$ cat config.mk
export PLATFORM = sky130hd
export DESIGN_NAME = mem_access_unit_flat
export DESIGN_NICKNAME = d
export VERILOG_FILES = /design/src/rtl/mau_pkg.sv /design/src/rtl/mau_if.sv /design/src/rtl/mau_lane_align.sv /design/src/rtl/mem_access_unit.sv /design/src/flat_wrapper.sv
export SDC_FILE = /design/constraint.sdc
export NUM_CORES = 1
export LEC_CHECK = 0
export ABC_AREA = 1
export CORE_MARGIN = 5
export CORE_UTILIZATION = 53
export CTS_CLUSTER_DIAMETER = 80
export DETAILED_ROUTE_END_ITERATION = 10
export PLACE_DENSITY = 0.88
export SLEW_MARGIN = 20
export SYNTH_ARGS = -nofsm -noshare
export SYNTH_HDL_FRONTEND = slang
export SYNTH_SLANG_ARGS = --single-unit
$ cat constraint.sdc
create_clock -name clk -period 4.37 [get_ports clk]
set_clock_uncertainty 0.2 [all_clocks]
set_input_delay 0.874 -clock clk [delete_from_list [all_inputs] [get_ports clk]]
set_output_delay 0.874 -clock clk [all_outputs]
set_load 0.01 [all_outputs]
$ cat src/rtl/mau_pkg.sv
// Shared encodings, FSM state type and request error check for the memory access unit.
package mau_pkg;

    localparam logic [1:0] SZ_BYTE = 2'b00;
    localparam logic [1:0] SZ_HALF = 2'b01;
    localparam logic [1:0] SZ_WORD = 2'b10;

    localparam int unsigned MEM_WORDS_DEFAULT = 1024;

    typedef enum logic [1:0] {
        StIdle,
        StRd,
        StWr,
        StRsp
    } mau_state_e;

    // Misaligned, illegal size, or word index beyond the end of memory.
    function automatic logic req_error(logic [1:0] size, logic [31:0] addr,
                                       int unsigned words);
        logic misaligned;
        logic out_of_range;
        case (size)
            SZ_BYTE: misaligned = 1'b0;
            SZ_HALF: misaligned = addr[0];
            SZ_WORD: misaligned = |addr[1:0];
            default: misaligned = 1'b1;
        endcase
        out_of_range = {2'b00, addr[31:2]} >= words;
        return misaligned | out_of_range;
    endfunction

endpackage

$ cat src/rtl/mau_if.sv
// Pipeline-side request/response bundle; master is the MEM stage, slave is the access unit.
interface mau_if;

    logic        req_valid;
    logic        req_ready;
    logic        req_write;
    logic [1:0]  req_size;
    logic        req_signed;
    logic [31:0] req_addr;
    logic [31:0] req_wdata;
    logic        rsp_valid;
    logic [31:0] rsp_rdata;
    logic        rsp_err;

    modport master (
        output req_valid, req_write, req_size, req_signed, req_addr, req_wdata,
        input  req_ready, rsp_valid, rsp_rdata, rsp_err
    );

    modport slave (
        input  req_valid, req_write, req_size, req_signed, req_addr, req_wdata,
        output req_ready, rsp_valid, rsp_rdata, rsp_err
    );

endinterface

$ cat src/rtl/mau_lane_align.sv
// Little-endian lane handling: load extract with sign/zero extension and store lane merge.
module mau_lane_align
    import mau_pkg::*;
(
    input  logic [31:0] rdata_i,
    input  logic [1:0]  addr_lo_i,
    input  logic [1:0]  size_i,
    input  logic        signed_i,
    input  logic [31:0] wdata_i,
    output logic [31:0] load_o,
    output logic [31:0] merge_o
);

    logic [7:0]  byte_sel;
    logic [15:0] half_sel;

    always_comb begin
        byte_sel = rdata_i[7:0];
        unique case (addr_lo_i)
            2'd0: byte_sel = rdata_i[7:0];
            2'd1: byte_sel = rdata_i[15:8];
            2'd2: byte_sel = rdata_i[23:16];
            2'd3: byte_sel = rdata_i[31:24];
        endcase
        half_sel = addr_lo_i[1] ? rdata_i[31:16] : rdata_i[15:0];

        case (size_i)
            SZ_BYTE: load_o = {{24{signed_i & byte_sel[7]}}, byte_sel};
            SZ_HALF: load_o = {{16{signed_i & half_sel[15]}}, half_sel};
            default: load_o = rdata_i;
        endcase
    end

    always_comb begin
        merge_o = rdata_i;
        case (size_i)
            SZ_BYTE: begin
                unique case (addr_lo_i)
                    2'd0: merge_o[7:0]   = wdata_i[7:0];
                    2'd1: merge_o[15:8]  = wdata_i[7:0];
                    2'd2: merge_o[23:16] = wdata_i[7:0];
                    2'd3: merge_o[31:24] = wdata_i[7:0];
                endcase
            end
            SZ_HALF: begin
                if (addr_lo_i[1]) begin
                    merge_o[31:16] = wdata_i[15:0];
                end else begin
                    merge_o[15:0] = wdata_i[15:0];
                end
            end
            default: merge_o = wdata_i;
        endcase
    end

endmodule

$ cat src/rtl/mem_access_unit.sv
// Load/store front-end: FSM, request latches and registered memory strobes/response.
module mem_access_unit
    import mau_pkg::*;
#(
    parameter int unsigned MEM_WORDS = MEM_WORDS_DEFAULT
) (
    input  logic        clk,
    input  logic        rst_n,
    mau_if.slave        bus,
    output logic        mem_read_o,
    output logic        mem_write_o,
    output logic [31:0] mem_addr_o,
    output logic [31:0] mem_wdata_o,
    input  logic [31:0] mem_rdata_i
);

    mau_state_e  state_q, state_d;
    logic [31:0] addr_q, addr_d;
    logic [1:0]  size_q, size_d;
    logic        signed_q, signed_d;
    logic        write_q, write_d;
    logic [31:0] wdata_q, wdata_d;
    logic        mem_read_q, mem_read_d;
    logic        mem_write_q, mem_write_d;
    logic [31:0] mem_addr_q, mem_addr_d;
    logic [31:0] mem_wdata_q, mem_wdata_d;
    logic        rsp_valid_q, rsp_valid_d;
    logic        rsp_err_q, rsp_err_d;
    logic [31:0] rsp_rdata_q, rsp_rdata_d;

    logic [31:0] load_data;
    logic [31:0] merge_data;

    mau_lane_align u_lane_align (
        .rdata_i  (mem_rdata_i),
        .addr_lo_i(addr_q[1:0]),
        .size_i   (size_q),
        .signed_i (signed_q),
        .wdata_i  (wdata_q),
        .load_o   (load_data),
        .merge_o  (merge_data)
    );

    always_comb begin
        state_d     = state_q;
        addr_d      = addr_q;
        size_d      = size_q;
        signed_d    = signed_q;
        write_d     = write_q;
        wdata_d     = wdata_q;
        mem_read_d  = 1'b0;
        mem_write_d = 1'b0;
        mem_addr_d  = mem_addr_q;
        mem_wdata_d = mem_wdata_q;
        rsp_valid_d = 1'b0;
        rsp_err_d   = 1'b0;
        rsp_rdata_d = rsp_rdata_q;

        unique case (state_q)
            StIdle: begin
                if (bus.req_valid) begin
                    addr_d     = bus.req_addr;
                    size_d     = bus.req_size;
                    signed_d   = bus.req_signed;
                    write_d    = bus.req_write;
                    wdata_d    = bus.req_wdata;
                    mem_addr_d = {bus.req_addr[31:2], 2'b00};
                    if (req_error(bus.req_size, bus.req_addr, MEM_WORDS)) begin
                        state_d     = StRsp;
                        rsp_valid_d = 1'b1;
                        rsp_err_d   = 1'b1;
                        rsp_rdata_d = '0;
                    end else if (bus.req_write && bus.req_size == SZ_WORD) begin
                        state_d     = StWr;
                        mem_write_d = 1'b1;
                        mem_wdata_d = bus.req_wdata;
                    end else begin
                        state_d    = StRd;
                        mem_read_d = 1'b1;
                    end
                end
            end
            StRd: begin
                // Only sub-word stores reach RD with write set; they merge into the read word.
                if (write_q) begin
                    state_d     = StWr;
                    mem_write_d = 1'b1;
                    mem_wdata_d = merge_data;
                end else begin
                    state_d     = StRsp;
                    rsp_valid_d = 1'b1;
                    rsp_rdata_d = load_data;
                end
            end
            StWr: begin
                state_d     = StRsp;
                rsp_valid_d = 1'b1;
                rsp_rdata_d = '0;
            end
            StRsp: begin
                state_d = StIdle;
            end
            default: begin
                state_d = StIdle;
            end
        endcase
    end

    always_ff @(posedge clk or negedge rst_n) begin
        if (!rst_n) begin
            state_q     <= StIdle;
            addr_q      <= '0;
            size_q      <= SZ_BYTE;
            signed_q    <= 1'b0;
            write_q     <= 1'b0;
            wdata_q     <= '0;
            mem_read_q  <= 1'b0;
            mem_write_q <= 1'b0;
            mem_addr_q  <= '0;
            mem_wdata_q <= '0;
            rsp_valid_q <= 1'b0;
            rsp_err_q   <= 1'b0;
            rsp_rdata_q <= '0;
        end else begin
            state_q     <= state_d;
            addr_q      <= addr_d;
            size_q      <= size_d;
            signed_q    <= signed_d;
            write_q     <= write_d;
            wdata_q     <= wdata_d;
            mem_read_q  <= mem_read_d;
            mem_write_q <= mem_write_d;
            mem_addr_q  <= mem_addr_d;
            mem_wdata_q <= mem_wdata_d;
            rsp_valid_q <= rsp_valid_d;
            rsp_err_q   <= rsp_err_d;
            rsp_rdata_q <= rsp_rdata_d;
        end
    end

    assign bus.req_ready = rst_n && (state_q == StIdle);
    assign bus.rsp_valid = rsp_valid_q;
    assign bus.rsp_err   = rsp_err_q;
    assign bus.rsp_rdata = rsp_rdata_q;
    assign mem_read_o    = mem_read_q;
    assign mem_write_o   = mem_write_q;
    assign mem_addr_o    = mem_addr_q;
    assign mem_wdata_o   = mem_wdata_q;

endmodule

$ cat src/flat_wrapper.sv
// flat-port wrapper written by rule: the top's interface ports become plain ports
module mem_access_unit_flat import mau_pkg::*;
#(
    parameter int unsigned MEM_WORDS = MEM_WORDS_DEFAULT
)
  (clk, rst_n, mem_read_o, mem_write_o, mem_addr_o, mem_wdata_o, mem_rdata_i, bus_req_valid, bus_req_write, bus_req_size, bus_req_signed, bus_req_addr, bus_req_wdata, bus_req_ready, bus_rsp_valid, bus_rsp_rdata, bus_rsp_err);
  mau_if bus_i ();
  input  logic clk;
  input  logic rst_n;
  output logic mem_read_o;
  output logic mem_write_o;
  output logic [31:0] mem_addr_o;
  output logic [31:0] mem_wdata_o;
  input  logic [31:0] mem_rdata_i;
  input wire logic [$bits(bus_i.req_valid)-1:0] bus_req_valid;
  input wire logic [$bits(bus_i.req_write)-1:0] bus_req_write;
  input wire logic [$bits(bus_i.req_size)-1:0] bus_req_size;
  input wire logic [$bits(bus_i.req_signed)-1:0] bus_req_signed;
  input wire logic [$bits(bus_i.req_addr)-1:0] bus_req_addr;
  input wire logic [$bits(bus_i.req_wdata)-1:0] bus_req_wdata;
  output wire logic [$bits(bus_i.req_ready)-1:0] bus_req_ready;
  output wire logic [$bits(bus_i.rsp_valid)-1:0] bus_rsp_valid;
  output wire logic [$bits(bus_i.rsp_rdata)-1:0] bus_rsp_rdata;
  output wire logic [$bits(bus_i.rsp_err)-1:0] bus_rsp_err;
  assign bus_i.req_valid = bus_req_valid;
  assign bus_i.req_write = bus_req_write;
  assign bus_i.req_size = bus_req_size;
  assign bus_i.req_signed = bus_req_signed;
  assign bus_i.req_addr = bus_req_addr;
  assign bus_i.req_wdata = bus_req_wdata;
  assign bus_req_ready = bus_i.req_ready;
  assign bus_rsp_valid = bus_i.rsp_valid;
  assign bus_rsp_rdata = bus_i.rsp_rdata;
  assign bus_rsp_err = bus_i.rsp_err;
  mem_access_unit #(.MEM_WORDS(MEM_WORDS)) u_core (.clk(clk), .rst_n(rst_n), .bus(bus_i), .mem_read_o(mem_read_o), .mem_write_o(mem_write_o), .mem_addr_o(mem_addr_o), .mem_wdata_o(mem_wdata_o), .mem_rdata_i(mem_rdata_i));
endmodule
==> key figures <==
STA
  – Min cycle time layout: 3.07 ns
  – Tightest Pin Transition: 1.01 ns
  – TNS Setup: 0 ns
  – RSZ-0062 raised after global routing: false
  – # setup viols final: 0
  – Final period utilization: 0.703
  – Fin. Hold Viols: 0
  – Slew headroom: 0.328
  – Achievable Freq: 0.326 GHz
  – Max-slew violations: 0

Clock tree
  – Total CTS buffers: 17
  – Sink Count: 138
  – CTS Buffer Depth: 2
  – Post-CTS setup buffer count: 0
  – Root Driver: clkbuf_16
  – Insertion delay to the later sink of the worst-skew pair: 0.43 ns
  – Clock H-tree levels: 4
  – CTS tree: built
  – PostCTS Resize Cnt: 0
  – Worst-path clk slew: 0.06 ns
  – CTS Hold Bufs: 0

Yosys
  – Post-synth cell types: 34
  – Yosys reg bits: 138
  – Area leader, netlist: dfrtp_1
  – Yosys top cell area share: 0.446
  – Area contributors post-synth: dfrtp_1 45%, nand2_1 23%, nand3_1 6.6%, o21ai_0 4.7%, nor2_1 3.9%
  – Mapped Area: 0.00773 mm^2
  – Synth Area per Inst: 6.97 um^2
  – Syn Inst Count: 1,109
  – Ys Warns: 0
  – Register area share after synthesis: 0.446

Critical path
  – Critical path type: flip-flop to output port
  – Worst Path Max Fanout: 8
  – Reg2Reg Depth: 8
  – Worst Path Arrival: 2.00 ns
  – CP endpoint kind: output port
  – Data required, critical path: 3.30 ns
  – Worst R2R Start: u_core.size_q[1]$_DFFE_PN0P_
  – R2r setup slk: 1.30 ns
  – Reg-to-reg endpoint: u_core.mem_wdata_o[7]$_DFFE_PN0P_
  – Worst Setup SP: u_core.state_q[0]$_DFFE_PN0P_
  – CP Capture Point: bus_req_ready
  – Crit path launch type: flip-flop

Drt
  – Total number of vias: 8,253
  – WL final: 25,700 um
  – Detailed-route wire length per cell: 17.5 um
  – Starting DRT DRC Count: 1,102
  – Remaining DRCs: 0
  – Antenna-violating nets left: 0
  – Pre-antenna DRT Iters: 5
  – Vias per inst: 5.61

Power
  – VDD IR max: 0.000433 V
  – Pwr dens: 767 mW/mm^2
  – Leakage power: 5.12 nW

Floorplan
  – Core Area: 0.0144 mm^2
  – Die H: 131 um
  – IO Pins: 204
  – Initial Utilization: 0.536
  – Die area: 0.0171 mm^2
  – Die width: 131 um
  – Row count: 44

GRT
  – First-pass GRT wire length: 40,100 um
  – Pin count of the biggest net entering global routing: 83
  – Total track usage: 0.304
  – Initial antenna violation count: 2
  – Grt total ovfl: 0
  – Vias in the first global route: 7,674

Placed design
  – Dpl cell area: 0.00971 mm^2
  – Port buffer count: 201
  – Placer Congestion: 0.976
  – Placed wire-length estimate: 18,400 um

Layout
  – Area delta synth->final: 32.7%
  – Fin util: 0.712
  – Nets: 1,380
  – Diodes inserted: 0
  – Fillcell total: 1,210
  – Fraction of layout cells with a size suffix above 1: 0.0575
  – Final instance area: 0.0103 mm^2

Status
  – Status: completed

Flow run
  – Max cap viols: 0

Hold path
  – Worst min-delay path category: input port to asynchronous set/reset pin
[per-layer routing]
metal,GRT usage,share of wire,vias up
li1,-,-,3851
met1,0.390,0.38,3796
met4,0.122,0.037,4
met2,0.483,0.46,513
met3,0.0927,0.12,89
met5,0,0.00097,-
[power breakdown]
group          internal, mW  switching (mW)  leakage (nW)
sequential             1.88           0.497          1.75
combinational          1.66            2.47          3.09
clock                 0.806           0.559         0.271
total                  4.35            3.52          5.12
[worst min-delay path by stage]
stage	start	to	slack (ns)	cells after the start
after floorplan	u_core.wdata_q[16]$_DFFE_PN0P_	u_core.wdata_q[16]$_DFFE_PN0P_	0.25	2
after global placement	u_core.mem_wdata_o[6]$_DFFE_PN0P_	u_core.mem_wdata_o[6]$_DFFE_PN0P_	0.26	2
after detailed placement	u_core.mem_wdata_o[22]$_DFFE_PN0P_	u_core.mem_wdata_o[22]$_DFFE_PN0P_	0.26	2
after CTS	rst_n	u_core.mem_addr_o[11]$_DFFE_PN0P_	0.15	1
after global routing	rst_n	u_core.mem_addr_o[26]$_DFFE_PN0P_	0.17	1
final	rst_n	u_core.mem_addr_o[11]$_DFFE_PN0P_	0.14	1
[worst max-delay path: stages, from the launching register on]
cell and delay (ns):
dfrtp_1 0.42, inv_1 0.10, ha_1 0.36, nand2_1 0.09, inv_1 0.07, clkdlybuf4s50_1 0.53
[registers in the layout, indices dropped and copies added, names as in the netlist, 2 cells and up]
| signal | cells |
|---|---|
| u_core.addr_q | 2 |
| u_core.state_q | 2 |
| u_core.bus.rsp_rdata | 32 |
| u_core.mem_wdata_o | 32 |
| u_core.wdata_q | 32 |
| u_core.mem_addr_o | 30 |
| u_core.size_q | 2 |
[metrics by stage]
stage / hold slack (ns) / worst slack, ns / std cells / total power, mW
floorplan: 0.249 / 2.22 / 1110 / 4.87
global placement: 0.258 / 1.21 / 1438 / 6.33
detailed placement: 0.257 / 1.12 / 1438 / 6.44
finish: 0.143 / 1.30 / 1470 / 7.87
CTS: 0.153 / 1.28 / 1470 / 7.84
global route: 0.170 / 1.10 / 1470 / 8.43
[cell families after synthesis]
| kind of cell | after synthesis | share of synthesized area |
|---|---|---|
| fa+ha+maj | 4 | 0.00647 |
| other cells | 1 | 0.000485 |
| buf+inv | 135 | 0.0807 |
| simple gates | 696 | 0.372 |
| compound gates | 135 | 0.0937 |
| flops | 138 | 0.446 |
[synth_stat cells]
library cell and n:
a21oi_2 1, o211ai_1 6, dfrtp_1 138, nand3_4 1, buf_8 1, nand4_1 16, inv_4 1, clkinv_4 2
conb_1 1, inv_2 7, buf_2 26, a21boi_0 3, nor3_1 1, nand3_1 102, buf_1 3, nand2_2 3
clkbuf_1 25, nand2_1 481, inv_1 57, nand2_4 4, a21oi_1 37, clkinv_2 1, o21ai_0 72, nand3_2 2
buf_6 4, nand4_2 1, nor2_2 4, buf_4 8, nor3b_4 1, ha_1 4, a211oi_4 1, nor2_1 80
o22ai_1 6, o21ai_1 9
[layout make-up]
cell class | instances | area (um^2) | area share
clock buffers | 20 | 457 | 0.0445
well taps | 184 | 230 | 0.0224
multi-input cells | 837 | 3670 | 0.357
clock inverters | 12 | 100 | 0.00975
repair buffers | 211 | 2090 | 0.203
inverters | 68 | 269 | 0.0262
flip-flops and latches | 138 | 3450 | 0.337
[cells in the final DEF, fill, tap and decap left out, drive strengths merged, types with 3 or more instances in the layout]
cell type,netlist,routed
nand3,105,105
ha,4,4
o211ai,6,6
o22ai,6,6
clkinv,3,11
nand2,488,488
o21ai,81,81
nand4,17,17
buf,42,11
clkdlybuf4s50,0,200
clkbuf,25,20
clkinvlp,0,3
dfrtp,138,138
inv,65,65
a21boi,3,3
nor2,84,84
a21oi,38,38
Note: power is estimated with default switching activity, not from simulation.
==> variant, RTL diff (same settings) <==
Reset style: synchronous (`rst_n`), changed in one clocked block.
--- a/src/rtl/mem_access_unit.sv
+++ b/src/rtl/mem_access_unit.sv
@@ -106,7 +106,7 @@
         endcase
     end
 
-    always_ff @(posedge clk or negedge rst_n) begin
+    always_ff @(posedge clk) begin
         if (!rst_n) begin
             state_q     <= StIdle;
             addr_q      <= '0;
Behaviour: differs if rst_n is asserted again (counterexample within 4 cycles, from zero or initial values and one cycle with rst_n low); with rst_n held inactive, the same outputs for 4 cycles.
==> variant against the original RTL <==
Total power is 16% lower. Routed wire length fell by 1.2%. Synthesized area down 2.7%. Setup slack worse by 0.058 ns. Combinational power is 24% lower. Sequential power fell by 18%. Cell area decreased by 2.0%. Sequential cell count did not move. Synthesized cell count is 6.9% higher.
==> variant: results (changes against the original RTL) <==
* YS warnings at 0 (unchanged)
* Post-route non-filler standard cell count at 1,532 (+4.2%)
* H-Tree Depth at 4 (unchanged)
* Largest net degree at the start of global routing at 129 (+55%)
* Drt initial violations at 1,118 (+1.5%)
* # Post-CTS Setup Buffers at 0 (unchanged)
* Worst slew margin at 28.19% (-4.7 points)
* Share of cells above drive strength 1 at 7.470% (+1.7 points)
* Detailed Routing Iterations Pass 1 at 7 (+2)
* First-pass GRT wire length at 39.25 mm (-2.0%)
* Number of library cell types mapped by synthesis at 32 (-5.9%)
* Status: finished, final reports clean
* GRT Util Overall at 29.69% (-0.73 points)
* Synth top cells by count: 263 x nand2_1, 246 x nor2_1, 138 x dfxtp_1, 107 x inv_1, 101 x o21ai_0
* Antenna violations before repair at 1 (-1)
* Synth Flop Type: dfxtp_1
* CP max-delay cell: nand3_4
* Leakage at 4.286 nW (-16%)
* Resized Gates After CTS at 0 (unchanged)
* Worst path max stage delay at 0.56 ns (+0.03 ns)
* Crit path max-delay family: simple AND/OR/NAND/NOR gates
* Final nets at 1,446 (+4.8%)
* Total CTS buffers at 17 (unchanged)
* Register area share after synthesis at 36.73% (-7.9 points)
* Clock transition at path regs at 0.06 ns (about the same)
* Async SR Flop Fraction at 0% (-100 points)
* Routability cong. at 1.030 (+5.5%)
* Clk_lat worst skew at 0.42 ns
* Area contributors post-synth: dfxtp_1 37%, nand2_1 13%, nor2_1 12%
* Via count at 8,465 (+2.6%)
* VDD IR-drop max at 631.1 uV (+46%)
* ANT cells at 0 (unchanged)
* Final HPWL DP at 17.77 mm (-3.7%)
* Max cap viols at 0 (unchanged)
* IO Port Bufs at 201 (unchanged)
* Cells after Synth at 1,185 (+6.9%)
* Max FO, Critical Path at 54 (+46)
* CTS max path bufs at 2 (unchanged)
* Crit path DAT at 3.29 ns (+1.29 ns)
* CTS root buffer: clkbuf_16
* Worst Hold Class: flip-flop to flip-flop
* Number of global-route vias before repair at 7,720 (+0.60%)
* DRT Wirelength at 25.42 mm (-1.2%)
* Setup slack at placement at 1.105 ns (-0.01880 ns)
* Filler cells at 1,141 (-5.7%)
==> variant: cell count changes after synthesis, moves of 12 or more <==
| cell | before | now |
|---|---|---|
| nand2_1 | 481 | 263 |
| nor2_1 | 80 | 246 |
| dfrtp_1 | 138 | 0 |
| dfxtp_1 | 0 | 138 |
| nand3_1 | 102 | 35 |
| a21oi_1 | 37 | 88 |
| inv_1 | 57 | 107 |
| o21ai_0 | 72 | 101 |
| o21ai_1 | 9 | 33 |
| nand4_1 | 16 | 4 |
==> variant: final cells by class <==
type	instances	area, um2	area share, %
clock buffers	21	460.4	4.579
inverters	117	449.2	4.467
clock inverters	11	167.7	1.667
repair buffers	207	2058	20.47
flip-flops and latches	138	2763	27.47
multi-input cells	858	3933	39.11
well taps	180	225.2	2.240
==> variant: tightest hold or removal path, delay by kind of cell (launching register included) <==
family,cells,cell delay (ns)
AND/OR/NAND/NOR,1,0.06
AO/OA/AOI/OAI,1,0.05
flip-flops,1,0.31
==> variant: path summary, 6_finish.rpt <==
check	from	endpoint	slack (ns)	depth (start not counted)
min	u_core.bus.rsp_rdata[12]$_SDFFE_PN0P_	u_core.bus.rsp_rdata[12]$_SDFFE_PN0P_	0.27	2
max reg2reg	u_core.state_q[1]$_SDFFE_PN0P_	u_core.mem_wdata_o[22]$_SDFFE_PN0P_	1.24	9
min reg2reg	u_core.bus.rsp_rdata[12]$_SDFFE_PN0P_	u_core.bus.rsp_rdata[12]$_SDFFE_PN0P_	0.27	2
max	u_core.state_q[1]$_SDFFE_PN0P_	u_core.mem_wdata_o[22]$_SDFFE_PN0P_	1.24	9
==> variant: cells by family (layout without fill, tap and decap cells) <==
logic type	count (synthesis)	in the layout	share of synthesized area (%)
AND/OR/NAND/NOR	589	589	32.52
AO/OA/AOI/OAI	263	263	18.96
buffers and inverters	190	356	11.08
flip-flops	138	138	36.73
adder cells (fa/ha/maj)	4	4	0.6654
other	1	2	0.04985
==> variant: power breakdown <==
| part | switching (mW) | internal, mW | leakage [nW] | total (mW) |
|---|---|---|---|---|
| combinational | 1.88 | 1.25 | 2.85 | 3.13 |
| sequential | 0.282 | 1.68 | 1.13 | 1.96 |
| clock | 0.555 | 0.984 | 0.303 | 1.54 |
| total | 2.72 | 3.91 | 4.29 | 6.63 |
==> variant: per-stage QoR <==
step,area (um2),hold WS (ns)
after CTS,10050,0.2664
after floorplan,7526,0.2549
after detailed placement,9424,0.2575
after global placement,9424,0.2538
after global routing,10060,0.2921
final,10060,0.2662
==> variant: per-layer routing <==
metal | share of wire (%) | global-route usage (%) | vias to the layer above | wire length [um]
met4 | 3.5 | 12.35 | 2 | 888
li1 | - | - | 4055 | -
met2 | 45 | 46.98 | 536 | 11510
met1 | 39 | 37.17 | 3784 | 9925
met5 | 0.051 | 0 | - | 13
met3 | 12 | 10.02 | 88 | 3086
